<file path="src/rtl/timer_counter.sv">
// ---------------------------------------------------------------------------
// timer_counter
//
// Memory-mapped countdown timer on the CPU data bus, downstream of the
// memory stage. It takes the bridge-qualified store stream, returns
// combinational read data for loads and drives one HWInt line into CP0.
//
// Register window (offset = addr - BASE_ADDR, 16 bytes, addr[1:0] ignored):
//   0x0 CTRL     bit0 EN, bits[2:1] MODE, bit3 IM; bits[31:4] read 0
//   0x4 PRESET   reload value, read/write
//   0x8 COUNT    current count, read-only
//   0xC PRESCALE 16-bit step divider (only with TIMER_PRESCALE_EN),
//                otherwise reads 0 and ignores writes
//
// Build option:
//   TIMER_PRESCALE_EN  adds PRESCALE and an internal divider so that each
//                      COUNT step takes PRESCALE+1 cycles. Undefined by
//                      default, in which case COUNT steps every cycle.
//
// Ports:
//   clk       system clock, all state updates on the rising edge
//   reset     asynchronous, active-low reset
//   addr      byte address from the memory stage
//   we        store strobe from the bridge
//   byteen    per-byte write enables (write only when we && byteen != 0)
//   wdata     store data, lanes aligned with byteen
//   rdata     combinational read data for addr
//   irq       interrupt request (irqFlag & CTRL.IM)
//   dbgState  current FSM state (0 IDLE, 1 LOAD, 2 CNT, 3 INT)
//
// Bus handshake: there is no valid/ready pair. A store is accepted on the
// rising edge where we==1 and byteen!=0; a load is served in the same cycle
// from rdata with no wait states.
// ---------------------------------------------------------------------------
module timer_counter #(
    parameter logic [31:0] BASE_ADDR = 32'h0000_7F00
) (
    input  logic        clk,
    input  logic        reset,
    input  logic [31:0] addr,
    input  logic        we,
    input  logic [3:0]  byteen,
    input  logic [31:0] wdata,
    output logic [31:0] rdata,
    output logic        irq,
    output logic [1:0]  dbgState
);

    typedef enum logic [1:0] {
        IDLE = 2'd0,
        LOAD = 2'd1,
        CNT  = 2'd2,
        INT  = 2'd3
    } timerState_e;

    timerState_e state;
    timerState_e nextState;

    // Architectural registers
    logic [3:0]  ctrlReg;
    logic [31:0] presetReg;
    logic [31:0] countReg;
    logic        irqFlag;

    // Decoded CTRL fields
    logic ctrlEn;
    logic ctrlIm;
    logic autoReload;

    assign ctrlEn     = ctrlReg[0];
    assign ctrlIm     = ctrlReg[3];
    // Only MODE==01 reloads; 10 and 11 fall back to one-shot.
    assign autoReload = (ctrlReg[2:1] == 2'b01);

    // ------------------------------------------------------------------
    // Address decode
    // ------------------------------------------------------------------
    logic [31:0] offset;
    logic        inWindow;
    logic        selCtrl;
    logic        selPreset;
    logic        selPrescale;
    logic        wrActive;

    // A single unsigned compare covers both sides of the window: addresses
    // below BASE_ADDR wrap to large offsets and fall outside.
    assign offset      = addr - BASE_ADDR;
    assign inWindow    = (offset < 32'd16);
    assign selCtrl     = inWindow && (offset[3:2] == 2'd0);
    assign selPreset   = inWindow && (offset[3:2] == 2'd1);
    assign selPrescale = inWindow && (offset[3:2] == 2'd3);
    assign wrActive    = we && (byteen != 4'b0000);

    // ------------------------------------------------------------------
    // Optional prescaler
    // ------------------------------------------------------------------
    // stepTick marks the CNT cycles on which COUNT is allowed to move.
    logic stepTick;

`ifdef TIMER_PRESCALE_EN
    logic [15:0] prescaleReg;
    logic [15:0] divider;

    assign stepTick = (divider == 16'd0);
`else
    assign stepTick = 1'b1;
`endif

    // ------------------------------------------------------------------
    // FSM: state register
    // ------------------------------------------------------------------
    always_ff @(posedge clk or negedge reset) begin
        if (!reset) begin
            state <= IDLE;
        end else begin
            state <= nextState;
        end
    end

    // ------------------------------------------------------------------
    // FSM: next-state logic
    // ------------------------------------------------------------------
    always_comb begin
        nextState = state;
        unique case (state)
            IDLE: begin
                if (ctrlEn) begin
                    nextState = LOAD;
                end
            end
            LOAD: begin
                nextState = CNT;
            end
            CNT: begin
                if (!ctrlEn) begin
                    nextState = IDLE;
                end else if (stepTick && (countReg <= 32'd1)) begin
                    nextState = INT;
                end
            end
            INT: begin
                // Both modes pass through IDLE; auto-reload re-enters LOAD
                // from there because EN is left set.
                nextState = IDLE;
            end
            default: begin
                nextState = IDLE;
            end
        endcase
    end

    // ------------------------------------------------------------------
    // FSM: output (control strobe) logic
    // ------------------------------------------------------------------
    logic loadCount;   // COUNT <= PRESET, irqFlag <= 0
    logic decCount;    // COUNT <= COUNT - 1
    logic expire;      // COUNT <= 0, irqFlag <= 1
    logic oneShotDone; // CTRL.EN <= 0 (unless the CPU writes CTRL)
    logic pulseClear;  // irqFlag <= 0 after a one-cycle auto-reload pulse
    logic divReload;   // divider <= PRESCALE
    logic divDec;      // divider <= divider - 1

    always_comb begin
        loadCount   = 1'b0;
        decCount    = 1'b0;
        expire      = 1'b0;
        oneShotDone = 1'b0;
        pulseClear  = 1'b0;
        divReload   = 1'b0;
        divDec      = 1'b0;
        unique case (state)
            IDLE: begin
            end
            LOAD: begin
                loadCount = 1'b1;
                divReload = 1'b1;
            end
            CNT: begin
                if (ctrlEn) begin
                    if (stepTick) begin
                        divReload = 1'b1;
                        // PRESET==0 lands here on the first step as well,
                        // so it behaves like PRESET==1.
                        if (countReg <= 32'd1) begin
                            expire = 1'b1;
                        end else begin
                            decCount = 1'b1;
                        end
                    end else begin
                        divDec = 1'b1;
                    end
                end
            end
            INT: begin
                if (autoReload) begin
                    pulseClear = 1'b1;
                end else begin
                    oneShotDone = 1'b1;
                end
            end
            default: begin
            end
        endcase
    end

    // ------------------------------------------------------------------
    // CTRL: the CPU write wins over the FSM clearing EN in the same cycle.
    // ------------------------------------------------------------------
    always_ff @(posedge clk or negedge reset) begin
        if (!reset) begin
            ctrlReg <= 4'h0;
        end else if (wrActive && selCtrl) begin
            // Only byte lane 0 carries implemented bits.
            if (byteen[0]) begin
                ctrlReg <= wdata[3:0];
            end
        end else if (oneShotDone) begin
            ctrlReg[0] <= 1'b0;
        end
    end

    // ------------------------------------------------------------------
    // PRESET: byte-merged writes; only sampled by the FSM in LOAD, so a
    // write during counting affects the next period only.
    // ------------------------------------------------------------------
    always_ff @(posedge clk or negedge reset) begin
        if (!reset) begin
            presetReg <= 32'h0;
        end else if (wrActive && selPreset) begin
            for (int i = 0; i < 4; i++) begin
                if (byteen[i]) begin
                    presetReg[8*i +: 8] <= wdata[8*i +: 8];
                end
            end
        end
    end

    // ------------------------------------------------------------------
    // COUNT: owned by the FSM only; bus writes to it are ignored.
    // ------------------------------------------------------------------
    always_ff @(posedge clk or negedge reset) begin
        if (!reset) begin
            countReg <= 32'h0;
        end else if (loadCount) begin
            countReg <= presetReg;
        end else if (expire) begin
            countReg <= 32'h0;
        end else if (decCount) begin
            countReg <= countReg - 32'd1;
        end
    end

    // ------------------------------------------------------------------
    // Interrupt flag: set on expiry, cleared on LOAD or after the
    // auto-reload pulse. In one-shot mode it persists until the next LOAD.
    // ------------------------------------------------------------------
    always_ff @(posedge clk or negedge reset) begin
        if (!reset) begin
            irqFlag <= 1'b0;
        end else if (loadCount) begin
            irqFlag <= 1'b0;
        end else if (expire) begin
            irqFlag <= 1'b1;
        end else if (pulseClear) begin
            irqFlag <= 1'b0;
        end
    end

`ifdef TIMER_PRESCALE_EN
    // ------------------------------------------------------------------
    // PRESCALE register and step divider
    // ------------------------------------------------------------------
    always_ff @(posedge clk or negedge reset) begin
        if (!reset) begin
            prescaleReg <= 16'h0;
        end else if (wrActive && selPrescale) begin
            if (byteen[0]) begin
                prescaleReg[7:0] <= wdata[7:0];
            end
            if (byteen[1]) begin
                prescaleReg[15:8] <= wdata[15:8];
            end
        end
    end

    always_ff @(posedge clk or negedge reset) begin
        if (!reset) begin
            divider <= 16'h0;
        end else if (divReload) begin
            divider <= prescaleReg;
        end else if (divDec) begin
            divider <= divider - 16'd1;
        end
    end
`else
    // Divider strobes have no consumer without the prescaler.
    logic unusedDiv;
    assign unusedDiv = divReload | divDec | selPrescale;
`endif

    // ------------------------------------------------------------------
    // Read mux (zero-latency)
    // ------------------------------------------------------------------
    always_comb begin
        rdata = 32'h0;
        if (inWindow) begin
            unique case (offset[3:2])
                2'd0: rdata = {28'h0, ctrlReg};
                2'd1: rdata = presetReg;
                2'd2: rdata = countReg;
`ifdef TIMER_PRESCALE_EN
                2'd3: rdata = {16'h0, prescaleReg};
`else
                2'd3: rdata = {31'h0, unusedDiv & 1'b0};
`endif
                default: rdata = 32'h0;
            endcase
        end
    end

    assign irq      = irqFlag & ctrlIm;
    assign dbgState = state;

endmodule

</file>
<file path="config.mk">
export PLATFORM = sky130hd
export DESIGN_NAME = timer_counter
export DESIGN_NICKNAME = d
export VERILOG_FILES = /design/src/rtl/timer_counter.sv
export SDC_FILE = /design/constraint.sdc
export NUM_CORES = 1
export LEC_CHECK = 0
export CAP_MARGIN = 20
export CORE_ASPECT_RATIO = 0.75
export CORE_MARGIN = 3
export CORE_UTILIZATION = 35
export DETAILED_ROUTE_END_ITERATION = 8
export PLACE_DENSITY = 0.62
export SLEW_MARGIN = 20
export SYNTH_ARGS = -nofsm -noshare
export SYNTH_HDL_FRONTEND = slang
export SYNTH_SLANG_ARGS = --single-unit
</file>
<file path="constraint.sdc">
create_clock -name clk -period 3.4 [get_ports clk]
set_clock_uncertainty 0.1 [all_clocks]
set_input_delay 0.68 -clock clk [delete_from_list [all_inputs] [get_ports clk]]
set_output_delay 0.68 -clock clk [all_outputs]
set_load 0.05 [all_outputs]
</file>
=== Word level (Yosys, flattened, before mapping) ===
Cells that the tools add are included.

* $add $sub $neg: 2
* Magnitude comparators: 2
* Eq/ne operators: 10
* Multiplexer cells: 26
* Bitwise operators: 1
* Reductions and logical operators: 18

{| class="wikitable"
|+ Operator list
! operator !! number
|-
| 32-bit 2-to-1 mux || 4
|-
| 32-bit one-hot mux with 4 select lines || 1
|-
| 32-bit by 1-bit <= comparator with 1-bit output (second input constant) || 1
|-
| 32-bit by 5-bit < comparator with 1-bit output (second input constant) || 1
|-
| 32-bit by 1-bit subtractor with 32-bit output (second input constant) || 1
|-
| 32-bit by 15-bit subtractor with 32-bit output (second input constant) || 1
|-
| 1-bit 2-to-1 mux || 17
|-
| 2-bit AND reduction || 7
|-
| 2-bit == test (second input constant) || 4
|-
| 2-bit one-hot mux with 4 select lines || 1
|-
| 2-bit by 1-bit == test with 1-bit output (second input constant) || 3
|-
| 2-bit 2-to-1 mux || 3
|-
| 3-bit nonzero test || 2
|-
| 1-bit logical AND || 5
|-
| 2-bit logical NOT || 2
|-
| 2-bit inequality test (second input constant) || 2
|-
| 4-bit nonzero test || 1
|-
| 3-bit inequality test (second input constant) || 1
|-
| 2-bit nonzero test || 1
|-
| 1-bit bitwise AND || 1
|}

* Register bits after elaboration: 71
* Input port bits: 71
* Output and inout bits: 35

=== Longest topological paths before layout ===
* Word-level depth: 7
* Mapped depth: 9
* Depth with buffers taken out: 7

=== Least setup slack after synthesis ===
Ideal clock, no wire load.

* Kind: input port to output port
* Start: in addr[31]
* End: out rdata[10]
* Arrival time: 2.638 ns
* Data required time: 2.620 ns
* Slack: -0.018 ns
* Cell stages on the path: 5
* Buffers on the path: 2
* Cell sequence: or4b_1 > or4_1 > buf_2 > buf_1 > nor2_1

* Longest elaborated chain between the ends: 3

{| class="wikitable"
|+ RTL lines
! what !! line !! RTL
|-
| start: declaration || 40 || <nowiki>input logic [31:0] addr,</nowiki>
|-
| 32-bit by 15-bit subtractor with 32-bit output || 87 || <nowiki>assign offset = addr - BASE_ADDR;</nowiki>
|-
| 32-bit by 5-bit < comparator with 1-bit output || 88 || <nowiki>assign inWindow = (offset < 32'd16);</nowiki>
|-
| 32-bit 2-to-1 mux || 306 || <nowiki>if (inWindow) begin</nowiki>
|-
| end: declaration || 44 || <nowiki>output logic [31:0] rdata,</nowiki>
|}

Every way passes these cells.

=== Final worst setup path ===
* Start: in addr[31]
* End: out rdata[16]

The elaborated chain is that of the path after synthesis.

==> impl_results.md <==
- Outcome: completed
- Die footprint: 13,700 um^2
- Biggest fanout along the worst timing path: 7
- Largest net degree at the start of global routing: 42
- Dominant register cell in the synthesized netlist: sky130_fd_sc_hd__dfrtp_1
- ANT cells: 0
- Count of port buffers added during placement: 103
- Post-CTS clock slew at the launch and capture registers of the worst setup and hold paths: 60 ps
- Synthesized Nets: 542
- Critical Path AT: 2600 ps
- Share of layout cells above drive strength 1: 27.6%
- Post-synthesis register bit count: 71
- Die height: 102 um
- Capturing element type of the critical path: output port
- Share of the cycle needed by the critical path after routing: 99.5%
- Post-synthesis area per instance: 9.22 um^2
- Number of buffers inserted during clock tree synthesis: 9
- Fraction of power consumed by combinational cells: 7.0%
- Overall routed net length: 14.6 mm
- GR Overflow Total: 0
- Count of different cell masters after synthesis: 52
- Required time of the critical path: 2620 ps
- Launching point of the worst reg2reg path: countReg[0]$_DFFE_PN0P_
- Number of antenna violations at the first check in global routing: 0
- Ys async rst share: 100%
- Starting Density: 36.6%
- Non-filler cells, final: 738
- Time the final worst path needs with I/O delays and setup: 3380 ps
- Total I/O pin count: 106
- Cell Rows: 34
- Part of the power in registers: 45.8%
- Finished layout cell area: 6560 um^2
- DR vias/cell: 5.81
- Power density over the cells: 281 nW/um^2
- Depth of the CTS H-tree: 3
- Leading post-synthesis cells by cell area: sky130_fd_sc_hd__dfrtp_1 (41%), sky130_fd_sc_hd__mux2_2 (7.0%), sky130_fd_sc_hd__a22oi_1 (6.6%)
- Switching fraction of total power: 21.7%
- Post-cts hold buffer count: 0
- Max capacitance violation total: 0
- Highest attainable clock frequency: 296 MHz
- Setup repair after global routing missed its margin: no
- Number of flops mapped to enable cells by yosys: 0
- Leakage power of the design: 2.80 nW
- Switching power of the nets: 0.400 mW
- Total cell area at the placement stage: 5920 um^2
- Synthesized area: 4330 um^2
- Area of the placeable core: 11,800 um^2
- Number of global-route vias before repair: 4,409
- HP Class: in -> async
- Num Clock Sinks: 71
- Number of cells on the worst reg-to-reg path: 7
- First-pass GRT wire length: 23.6 mm
- Width of the chip: 134 um
- Clk pwr share: 47.2%
- Peak ir drop on the vdd network: 216 uV
- Drt first-iter violations: 491
- Via total after detailed routing: 4,290
- Total Nets Final: 646
- Finished Core Util: 55.5%
- Hold violation count in the final report: 0
- Detailed-route wire length per cell: 19.7 um
- Total of warnings raised by yosys: 0
- CP startpoint kind: primary input
- Layout overhead on the synthesized area: 51.7%
- Insertion delay to the later sink of the worst-skew pair: 340 ps
- Area share of the largest cell type after synthesis: 41.1%
- First-pass iteration count of the detailed router: 5
- Dpl cells: 720
- Number of antenna-violating nets in the routed design: 0
- Most common library cell in the layout ignoring fill and taps: sky130_fd_sc_hd__dfrtp_1
- Worst setup path startpoint: addr[31]
- Maximum clock path buffer count: 2
- Synth area leader: sky130_fd_sc_hd__dfrtp_1
- Max-slew violation total from the final report: 0
- Dpl hpwl: 10.2 mm
- Clock tree from TritonCTS: built
- Global-route usage over all layers: 21.8%
- Crit path kind: in -> out
- Clock tree root driver cell: sky130_fd_sc_hd__clkbuf_16
- Internal power: 1.45 mW
- Highest-count cells in the layout ignoring fill and taps: sky130_fd_sc_hd__dfrtp_1 (71), sky130_fd_sc_hd__clkdlybuf4s50_1 (54), sky130_fd_sc_hd__a22oi_1 (38)
- Worst rel slew slack: 36.7%
- Global placement routability congestion: 0.868
- Seq/Total Area, Yosys: 41.1%
- Setup violations, final: 0
- Cell count after synthesis: 469
- Number of remaining DRC errors: 0
- Slew of the pin with the lowest slew margin: 946 ps
[metal layers]
| metal | part of all wire [%] | global-route usage [%] |
|---|---|---|
| met5 | 0 | 0 |
| met4 | 1.4 | 4.38 |
| met3 | 5.4 | 5.71 |
| met2 | 46 | 34.1 |
| met1 | 47 | 30.7 |
[state kept, by name, indices dropped and copies added (netlist names)]
register and cells:
irqFlag 1, ctrlReg 4, presetReg 32, dbgState 2
countReg 32
[critical path, stage by stage]
cell and delay, ps:
sky130_fd_sc_hd__dlygate4sd2_1 230, sky130_fd_sc_hd__or4b_4 510, sky130_fd_sc_hd__or4_4 680, sky130_fd_sc_hd__clkbuf_16 240, sky130_fd_sc_hd__nor2_4 110, sky130_fd_sc_hd__buf_12 140
[cells by family (layout without fill, tap and decap cells)]
family	count (synthesis)	in the layout	share of synthesized area, %
AOI/OAI and AO/OA	110	110	18.1
xor gates and xnor gates	3	3	0.608
adders and majority gates	2	2	0.578
buffers and inverters	50	157	4.63
DFF	71	71	41.1
muxes	38	38	10.4
and+or+nand+nor	195	195	24.6
[power groups by stage]
stage	clock network (mW)	registers [mW]	logic (mW)
final	0.871	0.846	0.130
after floorplan	0	0.861	0.0203
after detailed placement	0	0.860	0.133
after global routing	0.925	0.845	0.140
after CTS	0.884	0.845	0.131
after global placement	0	0.860	0.132
[Yosys cell counts (all sizes together) (4+ instances only)]
| cell | n |
|---|---|
| nand3 | 20 |
| or3 | 8 |
| or2 | 5 |
| or4 | 4 |
| nand2 | 33 |
| nor3 | 11 |
| and3 | 6 |
| a21oi | 18 |
| clkbuf | 24 |
| a22oi | 38 |
| nand4 | 23 |
| nor4 | 12 |
| nor2 | 52 |
| a31oi | 7 |
| inv | 14 |
| mux2i | 4 |
| o21ai | 12 |
| nand4b | 6 |
| buf | 12 |
| o311ai | 4 |
| mux2 | 34 |
| o211ai | 11 |
| dfrtp | 71 |
| o2111ai | 4 |
[final timing paths]
path                       slack, ps                  endpoint
max reg2reg                      550  countReg[22]$_DFFE_PN0P_
min in group clk                 410   countReg[8]$_DFFE_PN0P_
min                              300    ctrlReg[3]$_DFFE_PN0P_
min reg2reg                      410   countReg[8]$_DFFE_PN0P_
max                               20                 rdata[16]
max in group asynchronous       2200  countReg[11]$_DFFE_PN0P_
[through the flow]
step | total power [mW] | TNS (ps) | setup WS (ps) | hold WS, ps
after floorplan | 0.881 | -554 | -18.5 | 284
after global placement | 0.992 | -4070 | -150 | 391
after detailed placement | 0.994 | -4370 | -177 | 394
after CTS | 1.86 | -474 | -39.8 | 332
after global routing | 1.91 | 0 | 1.37 | 342
final | 1.85 | 0 | 17.1 | 299
[what timing repair did]
item                                    CTS  global route
resized for setup                        73            19
endpoints found under the setup margin   32            32
setup buffers                             1             0
gates cloned                              1             2
pin swaps                                 4            11
endpoints found under the hold margin     0             0
[layout make-up]
class / instances / area (um^2)
fillers: 1063 / 5270
multi-input cells: 348 / 2620
flip-flops and latches: 71 / 1780
repair buffers: 129 / 1640
clock buffers: 13 / 260
well taps: 162 / 203
inverters: 14 / 52.6
clock inverters: 1 / 5.00
No activity file was read; power rests on OpenSTA's default activity.
